## config.mk

```make
export PLATFORM = sky130hd
export DESIGN_NAME = keccak_msg_feeder
export DESIGN_NICKNAME = d
export VERILOG_FILES = /design/src/rtl/keccak_pkg.sv /design/src/rtl/keccak_byte_packer.sv /design/src/rtl/keccak_msg_feeder.sv
export SDC_FILE = /design/constraint.sdc
export NUM_CORES = 1
export LEC_CHECK = 0
export BUFFER_PORTS_ARGS = -buffer_cell sky130_fd_sc_hd__buf_4
export CORE_AREA = 2 2 432 434
export CTS_BUF_LIST = sky130_fd_sc_hd__clkbuf_16
export DETAILED_ROUTE_END_ITERATION = 6
export DIE_AREA = 0 0 434 436
export GPL_TIMING_DRIVEN = 0
export PLACE_DENSITY = 0.41
export RECOVER_POWER = 25
export SYNTH_ARGS = -nofsm -noshare
export SYNTH_HDL_FRONTEND = slang
export SYNTH_SLANG_ARGS = --single-unit
```

## constraint.sdc

```tcl
create_clock -name clk -period 3.8 [get_ports clk]
set_input_delay 0.57 -clock clk [delete_from_list [all_inputs] [get_ports clk]]
set_output_delay 0.57 -clock clk [all_outputs]
set_load 0.05 [all_outputs]
```

## src/rtl/keccak_pkg.sv

```systemverilog
// Shared types and constants for the keccak message feeder slice.
package keccak_pkg;

    localparam int WORD_BYTES   = 8;
    localparam int WORD_W       = 8 * WORD_BYTES;
    localparam int BYTE_NUM_W   = 3;
    localparam int COUNT_W      = 4;
    localparam int DEF_DIGEST_W = 512;

    // Byte count at which a word is complete and must be handed to the core
    localparam logic [COUNT_W-1:0] FULL_COUNT = COUNT_W'(WORD_BYTES);

    typedef enum logic [2:0] {
        IDLE,
        CRST,
        FILL,
        SEND,
        PAD,
        WAIT
    } feeder_state_t;

    // Right-shift distance that moves a byte from the top lane down to lane 'lane'
    function automatic logic [5:0] lane_shift(input logic [BYTE_NUM_W-1:0] lane);
        return {lane, 3'b000};
    endfunction

endpackage

```

## src/rtl/keccak_byte_packer.sv

```systemverilog
// Packs bytes big-endian into a 64-bit word; the first byte lands in [63:56].
module keccak_byte_packer
    import keccak_pkg::*;
(
    input  logic               clk,
    input  logic               reset_n,
    input  logic               clear,
    input  logic               wr_en,
    input  logic [7:0]         wr_data,
    output logic [WORD_W-1:0]  word,
    output logic [COUNT_W-1:0] count
);

    logic [WORD_W-1:0] lane_bits;

    // Place the incoming byte in the lane selected by the current count
    always_comb begin
        lane_bits = {wr_data, {(WORD_W-8){1'b0}}} >> lane_shift(count[BYTE_NUM_W-1:0]);
    end

    // Word starts zeroed and lanes are OR-ed in, so unused lanes stay zero
    always_ff @(posedge clk or negedge reset_n) begin
        if (!reset_n) begin
            word  <= '0;
            count <= '0;
        end else if (clear) begin
            word  <= '0;
            count <= '0;
        end else if (wr_en) begin
            word  <= word | lane_bits;
            count <= count + COUNT_W'(1);
        end
    end

endmodule

```

## src/rtl/keccak_msg_feeder.sv

```systemverilog
// Byte-stream front end for the keccak core: per-message core reset, word
// packing with final-word padding, backpressure and digest capture.
module keccak_msg_feeder
    import keccak_pkg::*;
#(
    parameter int RST_CYCLES = 1,
    parameter int DIGEST_W   = DEF_DIGEST_W
) (
    input  logic                  clk,
    input  logic                  reset_n,
    input  logic [7:0]            s_data,
    input  logic                  s_valid,
    input  logic                  s_last,
    input  logic                  s_null,
    output logic                  s_ready,
    output logic                  k_reset,
    output logic [WORD_W-1:0]     k_in,
    output logic                  k_in_ready,
    output logic                  k_is_last,
    output logic [BYTE_NUM_W-1:0] k_byte_num,
    input  logic                  k_buffer_full,
    input  logic [DIGEST_W-1:0]   k_out,
    input  logic                  k_out_ready,
    output logic [DIGEST_W-1:0]   digest,
    output logic                  done,
    output logic                  busy
);

    localparam logic [3:0] RST_LAST = 4'(RST_CYCLES - 1);

    feeder_state_t             state;
    feeder_state_t             state_next;
    logic [3:0]                rst_cnt;
    logic                      pad_flag;
    logic                      pad_next;
    logic                      is_last_next;
    logic [BYTE_NUM_W-1:0]     byte_num_next;
    logic                      pack_clear;
    logic [WORD_W-1:0]         pack_word;
    logic [COUNT_W-1:0]        pack_count;
    logic [COUNT_W-1:0]        count_after;
    logic                      accept;
    logic                      take_null;
    logic                      write_byte;
    logic                      xfer;
    logic                      capture;

    // Handshake qualifiers; a null-terminating beat is consumed but never written
    assign accept      = s_valid & s_ready;
    assign take_null   = s_null & s_last;
    assign write_byte  = accept & ~take_null;
    assign count_after = pack_count + COUNT_W'(write_byte);
    assign xfer        = k_in_ready & ~k_buffer_full;
    assign capture     = (state == WAIT) & k_out_ready;

    keccak_byte_packer u_packer (
        .clk     (clk),
        .reset_n (reset_n),
        .clear   (pack_clear),
        .wr_en   (write_byte),
        .wr_data (s_data),
        .word    (pack_word),
        .count   (pack_count)
    );

    assign k_in = pack_word;

    // State register
    always_ff @(posedge clk or negedge reset_n) begin
        if (!reset_n) begin
            state <= IDLE;
        end else begin
            state <= state_next;
        end
    end

    // Counts cycles spent holding the core in reset
    always_ff @(posedge clk or negedge reset_n) begin
        if (!reset_n) begin
            rst_cnt <= '0;
        end else if (state == CRST) begin
            rst_cnt <= rst_cnt + 4'd1;
        end else begin
            rst_cnt <= '0;
        end
    end

    // Next state plus next values of the word qualifiers presented to the core
    always_comb begin
        state_next    = state;
        pad_next      = pad_flag;
        is_last_next  = k_is_last;
        byte_num_next = k_byte_num;
        pack_clear    = 1'b0;
        case (state)
            IDLE: begin
                pack_clear = 1'b1;
                if (s_valid) begin
                    state_next = CRST;
                end
            end
            CRST: begin
                if (rst_cnt == RST_LAST) begin
                    state_next = FILL;
                end
            end
            FILL: begin
                if (accept) begin
                    if (s_last) begin
                        state_next = SEND;
                        if (count_after == FULL_COUNT) begin
                            pad_next      = 1'b1;
                            is_last_next  = 1'b0;
                            byte_num_next = '0;
                        end else begin
                            is_last_next  = 1'b1;
                            byte_num_next = count_after[BYTE_NUM_W-1:0];
                        end
                    end else if (count_after == FULL_COUNT) begin
                        state_next    = SEND;
                        is_last_next  = 1'b0;
                        byte_num_next = '0;
                    end
                end
            end
            SEND: begin
                if (xfer) begin
                    pack_clear = 1'b1;
                    if (k_is_last) begin
                        state_next    = WAIT;
                        is_last_next  = 1'b0;
                        byte_num_next = '0;
                    end else if (pad_flag) begin
                        state_next    = PAD;
                        pad_next      = 1'b0;
                        is_last_next  = 1'b1;
                        byte_num_next = '0;
                    end else begin
                        state_next = FILL;
                    end
                end
            end
            PAD: begin
                if (xfer) begin
                    state_next    = WAIT;
                    is_last_next  = 1'b0;
                    byte_num_next = '0;
                end
            end
            WAIT: begin
                if (k_out_ready) begin
                    state_next = IDLE;
                end
            end
            default: begin
                state_next = IDLE;
            end
        endcase
    end

    // Registered handshake and word-qualifier outputs decoded from the next state
    always_ff @(posedge clk or negedge reset_n) begin
        if (!reset_n) begin
            s_ready    <= 1'b0;
            k_reset    <= 1'b0;
            k_in_ready <= 1'b0;
            k_is_last  <= 1'b0;
            k_byte_num <= '0;
            pad_flag   <= 1'b0;
        end else begin
            s_ready    <= (state_next == FILL);
            k_reset    <= (state_next == CRST);
            k_in_ready <= (state_next == SEND) || (state_next == PAD);
            k_is_last  <= is_last_next;
            k_byte_num <= byte_num_next;
            pad_flag   <= pad_next;
        end
    end

    // Digest capture, done strobe and busy tracking
    always_ff @(posedge clk or negedge reset_n) begin
        if (!reset_n) begin
            digest <= '0;
            done   <= 1'b0;
            busy   <= 1'b0;
        end else begin
            done <= capture;
            if (capture) begin
                digest <= k_out;
                busy   <= 1'b0;
            end else if (accept) begin
                busy <= 1'b1;
            end
        end
    end

endmodule

```

==> flow_summary.ini <==
[global_routing]
grt_pass1_vias = 23490
grt_usage = 0.1526
antenna_found_initial = 52
grt_use_met2 = 0.2641
grt_util_met1 = 0.1849
busiest_layer = met2
grt_max_degree = 110
globalRouteOverflowTotal = 0
met3_usage = 0.03923
grt_pass1_wl_um = 199700

[pwr]
p_switching_w = 0.01144
p_leak_nw = 21.32
irDropWorstVdd_mv = 0.3429
power_switching_share = 0.4399
p_per_area_nw_per_um2 = 658.1
p_total_w = 0.02600
clkPwrFrac = 0.295
power_frac_seq = 0.330
comb_power_share = 0.375
internal_power_w = 0.01456

[finish]
finalNonFillerCells = 6600
syn2layout_area_growth_pct = 75.24
final_cell_area_um2 = 39500
seq_area_um2 = 14940
fillers = 20710
multi_input_area_um2 = 7005
final_nets = 4566
drive_gt1_frac = 0.2776

[sta]
clock_skew_ns = 0.02474
worst_pin_slew_ns = 1.669
fin_crit_ns = 3.550
setup_ws_ns = 0.2499
setup_viol = 0
fin_crit_sh = 0.9342
clock.fmax_mhz = 281.7
maxSlewViolCount = 197
hold_slack_ns = 0.08285
rsz0062_at_grt = no
finalHoldViolCount = 0
relSlewSlack = -0.1128

[floorplan]
die_w_um = 434
core-area_um2 = 184600
io_pins = 1112
num_rows = 158
die_y_um = 436
dieArea_um2 = 189200
initial_utilization = 0.1221

[worst_setup_path]
r2r-start = state[2]
path_delay_family = buffers and inverters
cpPeakStageDelay_ns = 0.61
slowest_stage = buf_2
critPathCaptureType = flip-flop
crit_fanout = 10
reg2reg_to = digest[103]
arrival_ns = 4.19
crit_top_cell = buf_2
required_ns = 4.44
critPathKind = reg -> reg
cp-start-kind = flip-flop
reg2reg_depth = 9
reg2reg_setup_slack_ns = 0.25
crit_chain = buf_2, nor2b_1, nand3_1, buf_2, inv_2, buf_2, buf_2, nand2_1, nand2_1
path_buf_inv = 5

[logic_synthesis]
yosys.area.top_type_share = 0.6627
syn_inst = 2507
synth_cell_types = 43
synth_simple_gate_area_frac = 0.2817
synthTopCellsByArea = dfrtp_1, nand2_1, a21oi_1, nor2_1, buf_2
post-synth-top-count-cell = nand2_1
synth_warnings = 0
yosysTopAreaCell = dfrtp_1
netlist_top_cells_count = nand2_1, dfrtp_1, nor2_1, a21oi_1, clkbuf_1
async_flop_share = 1.000
synth_edf_count = 0
synth_mux_area_frac = 0.002942
syn_area_um2 = 22540
synth_seq_area_share = 0.6627
synth_nets = 3039
synth_top_family_by_area = simple AND/OR/NAND/NOR gates
synth_compound_area_frac = 0.02076
synthAdderAreaFrac = 0.002775
synth_xor_area_frac = 0.002331
ys_ff_latch = 597
synth_area_per_cell_um2 = 8.991
ys.flop_type = dfrtp_1

[hold_path]
min_path_type = in -> reg
hold_start = k_out[308]
min_path_cells = 3
min_to = digest[308]

[flow_run]
cap_viol_max_count = 1

[clock_tree]
insertion_delay_ns = 0.71
cts_tree = yes
cts_max_path_buffers = 3
clk_pin_slew_ns = 0.06
cts_root_buf = clkbuf_16
htreeDepth = 3
cts_buffers = 80
numClockSinks = 597

[drt]
viasPerCell = 3.508
wirelength_um = 149000
drtIter0Drc = 1431
dr.pass1.iters = 5
vias = 23150
drcViolationCount = 0
drtAntennaViolNets = 0
drt-wirelength-per-cell_um = 22.58

[place]
port_buffers = 1103
gp_congestion = 0.9024
dpl_cell_area_um2 = 34090
dp_cells = 6096
dp_slack_ns = 0.08691
dpl.hpwl_um = 121700

[run_status]
violations = capacitance limit, slew limit
outcome = finished, violations left
-- worst max path at each step --
stage,start,cells after the start,end,slack [ns]
after floorplan,s_ready,10,k_in_ready,0.95
after global placement,reset_n,1,digest[284],-5.74
after detailed placement,state[2],9,digest[103],0.09
after CTS,state[2],9,digest[103],0.09
after global routing,state[2],9,digest[103],0.07
final,state[2],9,digest[103],0.25
-- cell type report --
class / instances / share of cell area
clock buffers: 80 / 0.05068
inverters: 10 / 0.0009502
diodes: 21 / 0.001330
repair buffers: 1445 / 0.2841
well taps: 2480 / 0.07855
flip-flops and latches: 597 / 0.3782
multi-input cells: 1768 / 0.1773
clock inverters: 67 / 0.01444
plain buffers: 132 / 0.01438
-- worst register-to-register path, cell delays in order (launching register included) --
cell and delay (ns):
dfrtp_1 0.31, buf_2 0.19, nor2b_1 0.33, nand3_1 0.11, buf_2 0.35, inv_2 0.58
buf_2 0.56, buf_2 0.62, nand2_1 0.34, nand2_1 0.13
-- cells by family after synthesis --
kind of cell	count (synthesis)
buffers and inverters	142
AO/OA/AOI/OAI	84
adder cells (fa/ha/maj)	5
AND/OR/NAND/NOR	1667
multiplexers	6
XOR/XNOR	6
flip-flops	597
-- registers in the layout (all words and copies together) (netlist names) --
register,cells
busy,1
digest,512
done,1
k_byte_num,3
k_in_ready,1
k_is_last,1
k_reset,1
pad_flag,1
rst_cnt,4
s_ready,1
state,3
u_packer.count,4
u_packer.word,64
-- layout by cell type (no fill, tap or decap), types with 3 or more instances in the layout --
cell	instances
nand2_1	1549
buf_4	961
dfrtp_1	597
dlygate4sd3_1	336
clkbuf_1	199
nor2_1	83
clkbuf_16	80
a21oi_1	66
buf_2	56
clkinv_1	26
inv_1	23
diode_2	21
buf_1	17
nand2b_1	8
inv_6	7
bufinv_16	7
nand3_1	5
nor3_1	5
ha_1	5
clkinv_2	5
nor2b_1	4
mux2i_1	4
o21ai_0	4
xnor2_1	3
xor2_1	3
inv_16	3
clkinv_4	3
buf_16	3
-- power by group through the flow --
stage | Clock, W | Sequential [W] | Combinational (W)
2_1_floorplan | 0 | 0.0129 | 0.00134
3_3_place_gp | 0 | 0.00864 | 0.00981
3_5_place_dp | 0 | 0.00865 | 0.00986
4_1_cts | 0.00804 | 0.00856 | 0.0102
5_1_grt | 0.00826 | 0.00873 | 0.0102
6_report | 0.00768 | 0.00857 | 0.00975
-- routing by layer --
metal,share of wire,vias up
met4,0.026,32
met3,0.070,182
met5,0.0015,-
met1,0.40,11410
met2,0.50,765
li1,-,10760
-- per-stage QoR --
step                        util  TNS [ns]
final                     0.2139         0
after global routing      0.2138         0
after CTS                 0.2168         0
after detailed placement  0.1846         0
after global placement    0.1837  -3242.26
after floorplan                -         0
-- what timing repair did --
item | CTS | global route
resized for setup | 0 | 0
hold buffers | 336 | 0
hold endpoints to repair | 435 | 0
setup buffers | 0 | 0
Note: power is estimated with default switching activity, not from simulation.
